===== config.mk =====
export PLATFORM = sky130hd
export DESIGN_NAME = swchdata_wr_arb_flat
export DESIGN_NICKNAME = d
export VERILOG_FILES = /design/src/rtl/swchdata_wr_arb_if.sv /design/src/rtl/swchdata_wr_arb.sv /design/src/flat_wrapper.sv
export SDC_FILE = /design/constraint.sdc
export NUM_CORES = 1
export LEC_CHECK = 0
export ABC_AREA = 1
export CAP_MARGIN = 20
export CORE_ASPECT_RATIO = 1.2
export CORE_MARGIN = 2
export CORE_UTILIZATION = 43
export CTS_CLUSTER_DIAMETER = 30
export DETAILED_ROUTE_END_ITERATION = 8
export MAX_ROUTING_LAYER = met4
export PLACE_DENSITY = 0.83
export SYNTH_ARGS = -nofsm -noshare
export SYNTH_HDL_FRONTEND = slang
export SYNTH_SLANG_ARGS = --single-unit
export TNS_END_PERCENT = 30

===== constraint.sdc =====
create_clock -name clk -period 4.7 [get_ports clk]
set_input_delay 0.47 -clock clk [delete_from_list [all_inputs] [get_ports clk]]
set_output_delay 0.47 -clock clk [all_outputs]
set_load 0.01 [all_outputs]

===== src/rtl/swchdata_wr_arb_if.sv =====
// Bundle of requester, memory write, free, descriptor and statistics signals for swchdata_wr_arb.
// No logic inside; latency is defined by the arbiter that drives the slave side.
// Flow control: per-requester valid/ready, descriptor valid/ready, free is a one-cycle pulse.
interface swchdata_wr_arb_if #(
  parameter int NREQ   = 4,
  parameter int DWIDTH = 32,
  parameter int AWIDTH = 10
);
  logic [NREQ-1:0]        req_valid;
  logic [NREQ-1:0]        req_sop;
  logic [NREQ-1:0]        req_eop;
  logic [NREQ*DWIDTH-1:0] req_data;
  logic [NREQ-1:0]        req_ready;
  logic [AWIDTH-1:0]      mem_waddr;
  logic [DWIDTH-1:0]      mem_wdata;
  logic                   mem_write;
  logic                   free_valid;
  logic [AWIDTH:0]        free_len;
  logic                   desc_valid;
  logic                   desc_ready;
  logic [2:0]             desc_port;
  logic [AWIDTH-1:0]      desc_addr;
  logic [AWIDTH:0]        desc_len;
  logic                   desc_trunc;
  logic [AWIDTH:0]        used_words;
  logic [NREQ*16-1:0]     pkt_cnt;
  logic [15:0]            trunc_cnt;

  // requesters, egress scheduler and memory model side
  modport master (
    output req_valid, req_sop, req_eop, req_data, free_valid, free_len, desc_ready,
    input  req_ready, mem_waddr, mem_wdata, mem_write, desc_valid, desc_port,
           desc_addr, desc_len, desc_trunc, used_words, pkt_cnt, trunc_cnt
  );

  // arbiter side
  modport slave (
    input  req_valid, req_sop, req_eop, req_data, free_valid, free_len, desc_ready,
    output req_ready, mem_waddr, mem_wdata, mem_write, desc_valid, desc_port,
           desc_addr, desc_len, desc_trunc, used_words, pkt_cnt, trunc_cnt
  );
endinterface


===== src/rtl/swchdata_wr_arb.sv =====
// Packet-granular round-robin write arbiter and circular-buffer allocator for the switch data memory.
// Latency: grant 1 cycle after sop, memory write 1 cycle after accept, descriptor 1 cycle after eop.
// Backpressure: losers stall on req_ready=0; descriptor held until desc_ready. Optional SWCHDATA_ARB_STATS_EN adds counters.
module swchdata_wr_arb #(
  parameter int NREQ   = 4,
  parameter int DWIDTH = 32,
  parameter int AWIDTH = 10,
  parameter int MAXPKT = 384
) (
  input logic             clk,
  input logic             rst,
  swchdata_wr_arb_if.slave bus
);

  localparam int DEPTH = 1 << AWIDTH;
  // a grant needs MAXPKT free words, i.e. occupancy no higher than this
  localparam logic [AWIDTH:0] SPACE_LIM = (AWIDTH+1)'(DEPTH - MAXPKT);
  localparam logic [AWIDTH:0] MAXLEN    = (AWIDTH+1)'(MAXPKT);

  typedef enum logic [1:0] {IDLE, XFER, DESC} state_t;

  state_t            state;
  logic [2:0]        gnt;
  logic [2:0]        last_gnt;
  logic [AWIDTH-1:0] wptr;
  logic [AWIDTH-1:0] start_addr;
  logic [AWIDTH:0]   len;
  logic              trunc;

  // requester vectors padded to 8 so a 3-bit index is always in range
  logic [7:0]        cand8;
  logic [7:0]        valid8;
  logic [7:0]        ready8;
  logic [7:0]        eop8;
  logic              found;
  logic [2:0]        pick;
  logic              accept;
  logic              wr_now;
  logic [DWIDTH-1:0] gnt_data;
  logic [AWIDTH+1:0] used_inc;
  logic [AWIDTH+1:0] used_sub;
  logic [AWIDTH:0]   used_next;

  assign cand8  = 8'(bus.req_valid & bus.req_sop);
  assign valid8 = 8'(bus.req_valid);
  assign ready8 = 8'(bus.req_ready);
  assign eop8   = 8'(bus.req_eop);

  // round-robin search for the first sop candidate after the last granted port
  always_comb begin : grant_search
    logic [3:0] sum;
    sum   = '0;
    found = 1'b0;
    pick  = '0;
    for (int k = 1; k <= NREQ; k++) begin
      sum = {1'b0, last_gnt} + 4'(k);
      if (sum >= 4'(NREQ)) sum = sum - 4'(NREQ);
      if (!found && cand8[sum[2:0]]) begin
        found = 1'b1;
        pick  = sum[2:0];
      end
    end
  end

  // word acceptance from the granted port and occupancy arithmetic with underflow clamp
  always_comb begin
    accept    = valid8[gnt] & ready8[gnt];
    wr_now    = accept && (len < MAXLEN);
    gnt_data  = bus.req_data[int'(gnt)*DWIDTH +: DWIDTH];
    used_inc  = {1'b0, bus.used_words} + (AWIDTH+2)'(wr_now);
    used_sub  = bus.free_valid ? {1'b0, bus.free_len} : '0;
    used_next = (used_inc >= used_sub) ? (AWIDTH+1)'(used_inc - used_sub) : '0;
  end

  // packet FSM with registered write path, ready, descriptor and occupancy
  always_ff @(posedge clk) begin
    if (rst) begin
      state          <= IDLE;
      gnt            <= '0;
      last_gnt       <= 3'(NREQ-1);
      wptr           <= '0;
      start_addr     <= '0;
      len            <= '0;
      trunc          <= 1'b0;
      bus.req_ready  <= '0;
      bus.mem_write  <= 1'b0;
      bus.mem_waddr  <= '0;
      bus.mem_wdata  <= '0;
      bus.desc_valid <= 1'b0;
      bus.desc_port  <= '0;
      bus.desc_addr  <= '0;
      bus.desc_len   <= '0;
      bus.desc_trunc <= 1'b0;
      bus.used_words <= '0;
    end else begin
      bus.mem_write  <= wr_now;
      bus.used_words <= used_next;
      if (wr_now) begin
        bus.mem_waddr <= wptr;
        bus.mem_wdata <= gnt_data;
      end
      case (state)
        IDLE: begin
          if (found && bus.used_words <= SPACE_LIM) begin
            gnt           <= pick;
            start_addr    <= wptr;
            len           <= '0;
            trunc         <= 1'b0;
            bus.req_ready <= NREQ'(1) << pick;
            state         <= XFER;
          end
        end
        XFER: begin
          if (accept) begin
            if (len < MAXLEN) begin
              wptr <= wptr + 1'b1;
              len  <= len + 1'b1;
            end else begin
              trunc <= 1'b1;
            end
            if (eop8[gnt]) begin
              bus.req_ready  <= '0;
              bus.desc_valid <= 1'b1;
              bus.desc_port  <= gnt;
              bus.desc_addr  <= start_addr;
              bus.desc_len   <= (len < MAXLEN) ? len + 1'b1 : len;
              bus.desc_trunc <= trunc | (len >= MAXLEN);
              state          <= DESC;
            end
          end
        end
        DESC: begin
          if (bus.desc_ready) begin
            bus.desc_valid <= 1'b0;
            last_gnt       <= gnt;
            state          <= IDLE;
          end
        end
        default: state <= IDLE;
      endcase
    end
  end

`ifdef SWCHDATA_ARB_STATS_EN
  // per-port descriptor and truncation counters, bumped on the descriptor handshake
  always_ff @(posedge clk) begin
    if (rst) begin
      bus.pkt_cnt   <= '0;
      bus.trunc_cnt <= '0;
    end else if (bus.desc_valid && bus.desc_ready) begin
      for (int i = 0; i < NREQ; i++) begin
        if (bus.desc_port == 3'(i)) bus.pkt_cnt[i*16 +: 16] <= bus.pkt_cnt[i*16 +: 16] + 16'd1;
      end
      if (bus.desc_trunc) bus.trunc_cnt <= bus.trunc_cnt + 16'd1;
    end
  end
`else
  assign bus.pkt_cnt   = '0;
  assign bus.trunc_cnt = '0;
`endif

endmodule

===== src/flat_wrapper.sv =====
// flat-port wrapper written by rule: the top's interface ports become plain ports
module swchdata_wr_arb_flat 
#(
  parameter int NREQ   = 4,
  parameter int DWIDTH = 32,
  parameter int AWIDTH = 10,
  parameter int MAXPKT = 384
)
  (clk, rst, bus_req_valid, bus_req_sop, bus_req_eop, bus_req_data, bus_free_valid, bus_free_len, bus_desc_ready, bus_req_ready, bus_mem_waddr, bus_mem_wdata, bus_mem_write, bus_desc_valid, bus_desc_port, bus_desc_addr, bus_desc_len, bus_desc_trunc, bus_used_words, bus_pkt_cnt, bus_trunc_cnt);
  swchdata_wr_arb_if #(.NREQ(NREQ), .DWIDTH(DWIDTH), .AWIDTH(AWIDTH)) bus_i ();
  input logic clk;
  input logic rst;
  input wire logic [$bits(bus_i.req_valid)-1:0] bus_req_valid;
  input wire logic [$bits(bus_i.req_sop)-1:0] bus_req_sop;
  input wire logic [$bits(bus_i.req_eop)-1:0] bus_req_eop;
  input wire logic [$bits(bus_i.req_data)-1:0] bus_req_data;
  input wire logic [$bits(bus_i.free_valid)-1:0] bus_free_valid;
  input wire logic [$bits(bus_i.free_len)-1:0] bus_free_len;
  input wire logic [$bits(bus_i.desc_ready)-1:0] bus_desc_ready;
  output wire logic [$bits(bus_i.req_ready)-1:0] bus_req_ready;
  output wire logic [$bits(bus_i.mem_waddr)-1:0] bus_mem_waddr;
  output wire logic [$bits(bus_i.mem_wdata)-1:0] bus_mem_wdata;
  output wire logic [$bits(bus_i.mem_write)-1:0] bus_mem_write;
  output wire logic [$bits(bus_i.desc_valid)-1:0] bus_desc_valid;
  output wire logic [$bits(bus_i.desc_port)-1:0] bus_desc_port;
  output wire logic [$bits(bus_i.desc_addr)-1:0] bus_desc_addr;
  output wire logic [$bits(bus_i.desc_len)-1:0] bus_desc_len;
  output wire logic [$bits(bus_i.desc_trunc)-1:0] bus_desc_trunc;
  output wire logic [$bits(bus_i.used_words)-1:0] bus_used_words;
  output wire logic [$bits(bus_i.pkt_cnt)-1:0] bus_pkt_cnt;
  output wire logic [$bits(bus_i.trunc_cnt)-1:0] bus_trunc_cnt;
  assign bus_i.req_valid = bus_req_valid;
  assign bus_i.req_sop = bus_req_sop;
  assign bus_i.req_eop = bus_req_eop;
  assign bus_i.req_data = bus_req_data;
  assign bus_i.free_valid = bus_free_valid;
  assign bus_i.free_len = bus_free_len;
  assign bus_i.desc_ready = bus_desc_ready;
  assign bus_req_ready = bus_i.req_ready;
  assign bus_mem_waddr = bus_i.mem_waddr;
  assign bus_mem_wdata = bus_i.mem_wdata;
  assign bus_mem_write = bus_i.mem_write;
  assign bus_desc_valid = bus_i.desc_valid;
  assign bus_desc_port = bus_i.desc_port;
  assign bus_desc_addr = bus_i.desc_addr;
  assign bus_desc_len = bus_i.desc_len;
  assign bus_desc_trunc = bus_i.desc_trunc;
  assign bus_used_words = bus_i.used_words;
  assign bus_pkt_cnt = bus_i.pkt_cnt;
  assign bus_trunc_cnt = bus_i.trunc_cnt;
  swchdata_wr_arb #(.NREQ(NREQ), .DWIDTH(DWIDTH), .AWIDTH(AWIDTH), .MAXPKT(MAXPKT)) u_core (.clk(clk), .rst(rst), .bus(bus_i));
endmodule

==> run metrics <==
period utilization=between 70% and 80%; NetSw=1.63 mW; met2 WL=11,200 µm; crit path max fanout=35; main combinational cell family by area after synthesis=simple AND/OR/NAND/NOR gates; syn avg cell area=6.99 µm²; Die Wd=123 µm; H-tree depth=4; PortBufs=238; Max-Slew Margin vs Limit=between 40 and 50%; leakage power total=4.21 nW; fin crit period=3.74 ns; Worst Setup Path Type=flop to flop; Hold Startpoint=u_core.bus.desc_port[2]$_SDFFE_PP0P_; Gate Count Post-Synth=between 1,000 and 1,500; Reg2Reg Setup Slack=0.96 ns; status=completed; Layout Cells excl Fill=1,492; share of cells above drive strength 1=7.42%; FMAX=0.267 GHz; postcts setup bufs=0; CP delay by family, top=simple AND/OR/NAND/NOR gates; commonest cells after routing, fill and taps aside=238 x clkdlybuf4s50_1, 185 x nand2_1, 150 x nor2_1, 123 x dfxtp_1, 105 x o21ai_0; Setup WS post-layout=0.955 ns; ys flop type=dfxtp_1; WL met1=about 9000 µm; worst-skew pair later-pin latency=0.42 ns; PostCTS Resize Cnt=0; Setup crit end kind=flop; mux cell area share after synthesis=0%; # rows=52; initial antenna violation count=9; Mapped Area=approximately 7300 µm²; Pwr per Cell Area=436 nW/µm²; die height=146 µm; Arrival @ worst endpoint=~4.1 ns; hold_ws=roughly 0.45 ns; Cells after DPL=1,451; post-synthesis adder-cell area fraction=3.54%; Synth async-reset ratio=0%; worst hold path type=flop to flop; Layout Nets=around 1,400; Area growth, synth to finish=38.6%; initial DRC count=approximately 440; Worst Tran Pin Value=0.767 ns; vias in the first global route=6,935; Max VDD drop=between 0.0003 and 0.0004 V; Worst-path clk slew=0.06 ns; Hold-fix buffers, CTS=0; Buf+Inv Stages, Crit Path=3; Die Outline Area=between 15,000 and 20,000 µm²; number of synthesized flops with an enable pin=0; Vias/cell=5.04; Synth cell types=47; sequential share of power=30.8%; Root Driver=clkbuf_16; max cap viols=0; Synthesis Warnings=0; commonest non-fill, non-tap cell in the layout=clkdlybuf4s50_1; CTS tree=yes; Cells on Worst Hold Path=2; Congestion Overflow GR=0; Vias=around 7,500; WL/cell=15.4 µm; WL met3=2060 µm; Setup crit start kind=flop; largest net degree at the start of global routing=68; crit-path most repeated cell=nand2_1; DP Area=9440 µm²; critical path's largest stage delay=0.40 ns; Worst R2R End=u_core.bus.used_words[10]$_SDFF_PP0_; pre-CTS setup slack=0.576 ns; hpwl dp=17,200 µm; clock buffer count from CTS=17; final setup fails=0; Post-Synth Simple-Gate Area=a little under 30%; WL final=23,000 µm; post-synthesis xor/xnor area fraction=1.69%; setup_tns=0 ns; hold path endpoint=u_core.bus.desc_port[2]$_SDFFE_PP0P_; slowest cell on the critical path=nor4_1; initial core utilization=43.5%; register area share after synthesis=34.1%; RSZ-0062 raised after global routing=no; Antenna Nets Post-Route=0; Final Util=~60%; flop and latch count out of synthesis=124; final slew viol count=0; Pint=2.76 mW; Synth Area in Compound Gates=16.7%; Tot Pwr=between 4 and 5 mW; Tot GR Track Use=25.7%; design area=around 10,000 µm²; endpoints failing hold=0; routability cong.=approximately 0.94; drc violations=0; Ports=around 320; Worst R2R Start=u_core.gnt[1]$_SDFFE_PP0P_; first-pass GRT wire length=~35,000 µm; uppermost layer routed=met4; combinational share of power=37.1%; core area=16,700 µm²; Fin Clk Skew=0.00679 ns; worst r2r path cells=18; CP cell instances=buf_4 -> inv_2 -> nand3_1 -> nand3_4 -> nor2_4 -> ha_1 -> ha_1 -> nand2_1 -> nor4_1 -> or2_2 -> inv_1 -> ha_1 -> nand2_1 -> nor4_1 -> a21oi_1 -> nand2_1 -> nand2_1 -> nor3b_1; Pre-antenna DRT Iters=5; Crit path required time=5.04 ns; Clk pwr share=32.1%; Clock Path Buffers=2; clock sink total=124; Sw Ratio=37.1%
## cell families after synthesis
| family | after synthesis |
|---|---|
| adders and majority gates | 20 |
| buffers and inverters | 195 |
| DFF | 124 |
| AOI/OAI and AO/OA | 218 |
| and+or+nand+nor | 469 |
| xor gates and xnor gates | 14 |
| other | 1 |
## worst min-delay path, stage by stage (launching register included)
cell and delay [ns]:
dfxtp_1 0.31, nand2_1 0.06, nor2_1 0.04
## synthesized netlist by cell type, types with 9 or more instances
master      n  share of area (%)
dfxtp_1   124                 34
nor2_1    150                7.7
nand2_1   185                9.5
buf_4      82                8.5
o21ai_0   105                7.2
clkbuf_1   31                1.6
buf_2      10               0.69
inv_1      55                2.8
xor2_1     11                1.3
o22ai_1    33                2.8
nand3_1    78                5.4
nand4_1    11               0.95
o21ai_2     9                1.1
nand2_2    10               0.86
ha_1       19                3.3
a21oi_1    51                3.5
## metal layers
layer,vias to the layer above,track usage (%)
met4,0,11.0
met5,-,-
met2,319,41.6
met1,3412,28.8
met3,43,8.48
li1,3746,-
## power groups by stage
stage          logic, mW  registers [mW]  clock network (mW)
3_5_place_dp        1.62            1.37                   0
3_3_place_gp        1.60            1.37                   0
4_1_cts             1.64            1.35                1.43
2_1_floorplan       1.03            1.40                   0
5_1_grt             1.82            1.37                1.48
6_report            1.63            1.35                1.41
## worst max path at each step
stage               depth (start not counted)                        from                                    to  slack [ns]
floorplan                                  19            bus_req_valid[3]   u_core.bus.used_words[2]$_SDFF_PP0_        1.38
global placement                           18            bus_req_valid[3]  u_core.bus.used_words[10]$_SDFF_PP0_        0.68
detailed placement                         18            bus_req_valid[3]  u_core.bus.used_words[10]$_SDFF_PP0_        0.58
CTS                                        18  u_core.gnt[1]$_SDFFE_PP0P_  u_core.bus.used_words[10]$_SDFF_PP0_        0.96
global route                               21  u_core.gnt[1]$_SDFFE_PP0P_  u_core.bus.used_words[10]$_SDFF_PP0_        0.72
finish                                     18  u_core.gnt[1]$_SDFFE_PP0P_  u_core.bus.used_words[10]$_SDFF_PP0_        0.96
## sequential cells by signal (all words and copies together) (netlist names)
register,count
u_core.bus.used_words,11
u_core.bus.mem_waddr,10
u_core.last_gnt,3
u_core.bus.desc_valid,1
u_core.bus.desc_trunc,1
u_core.bus.desc_addr,10
u_core.start_addr,10
u_core.state,2
u_core.bus.desc_len,11
u_core.bus.desc_port,3
u_core.gnt,3
u_core.bus.mem_wdata,32
u_core.trunc,1
u_core.wptr,10
u_core.bus.req_ready,4
u_core.len,11
u_core.bus.mem_write,1
## cell type report
class	count	area, µm²
Tap cell	216	270
Antenna cell	9	22.5
Fill cell	1502	6630
Inverter	64	248
Timing Repair Buffer	246	2440
Clock inverter	15	201
Multi-Input combinational cell	801	3990
Clock buffer	17	425
Sequential cell	124	2480
Note: power is estimated with default switching activity, not from simulation.
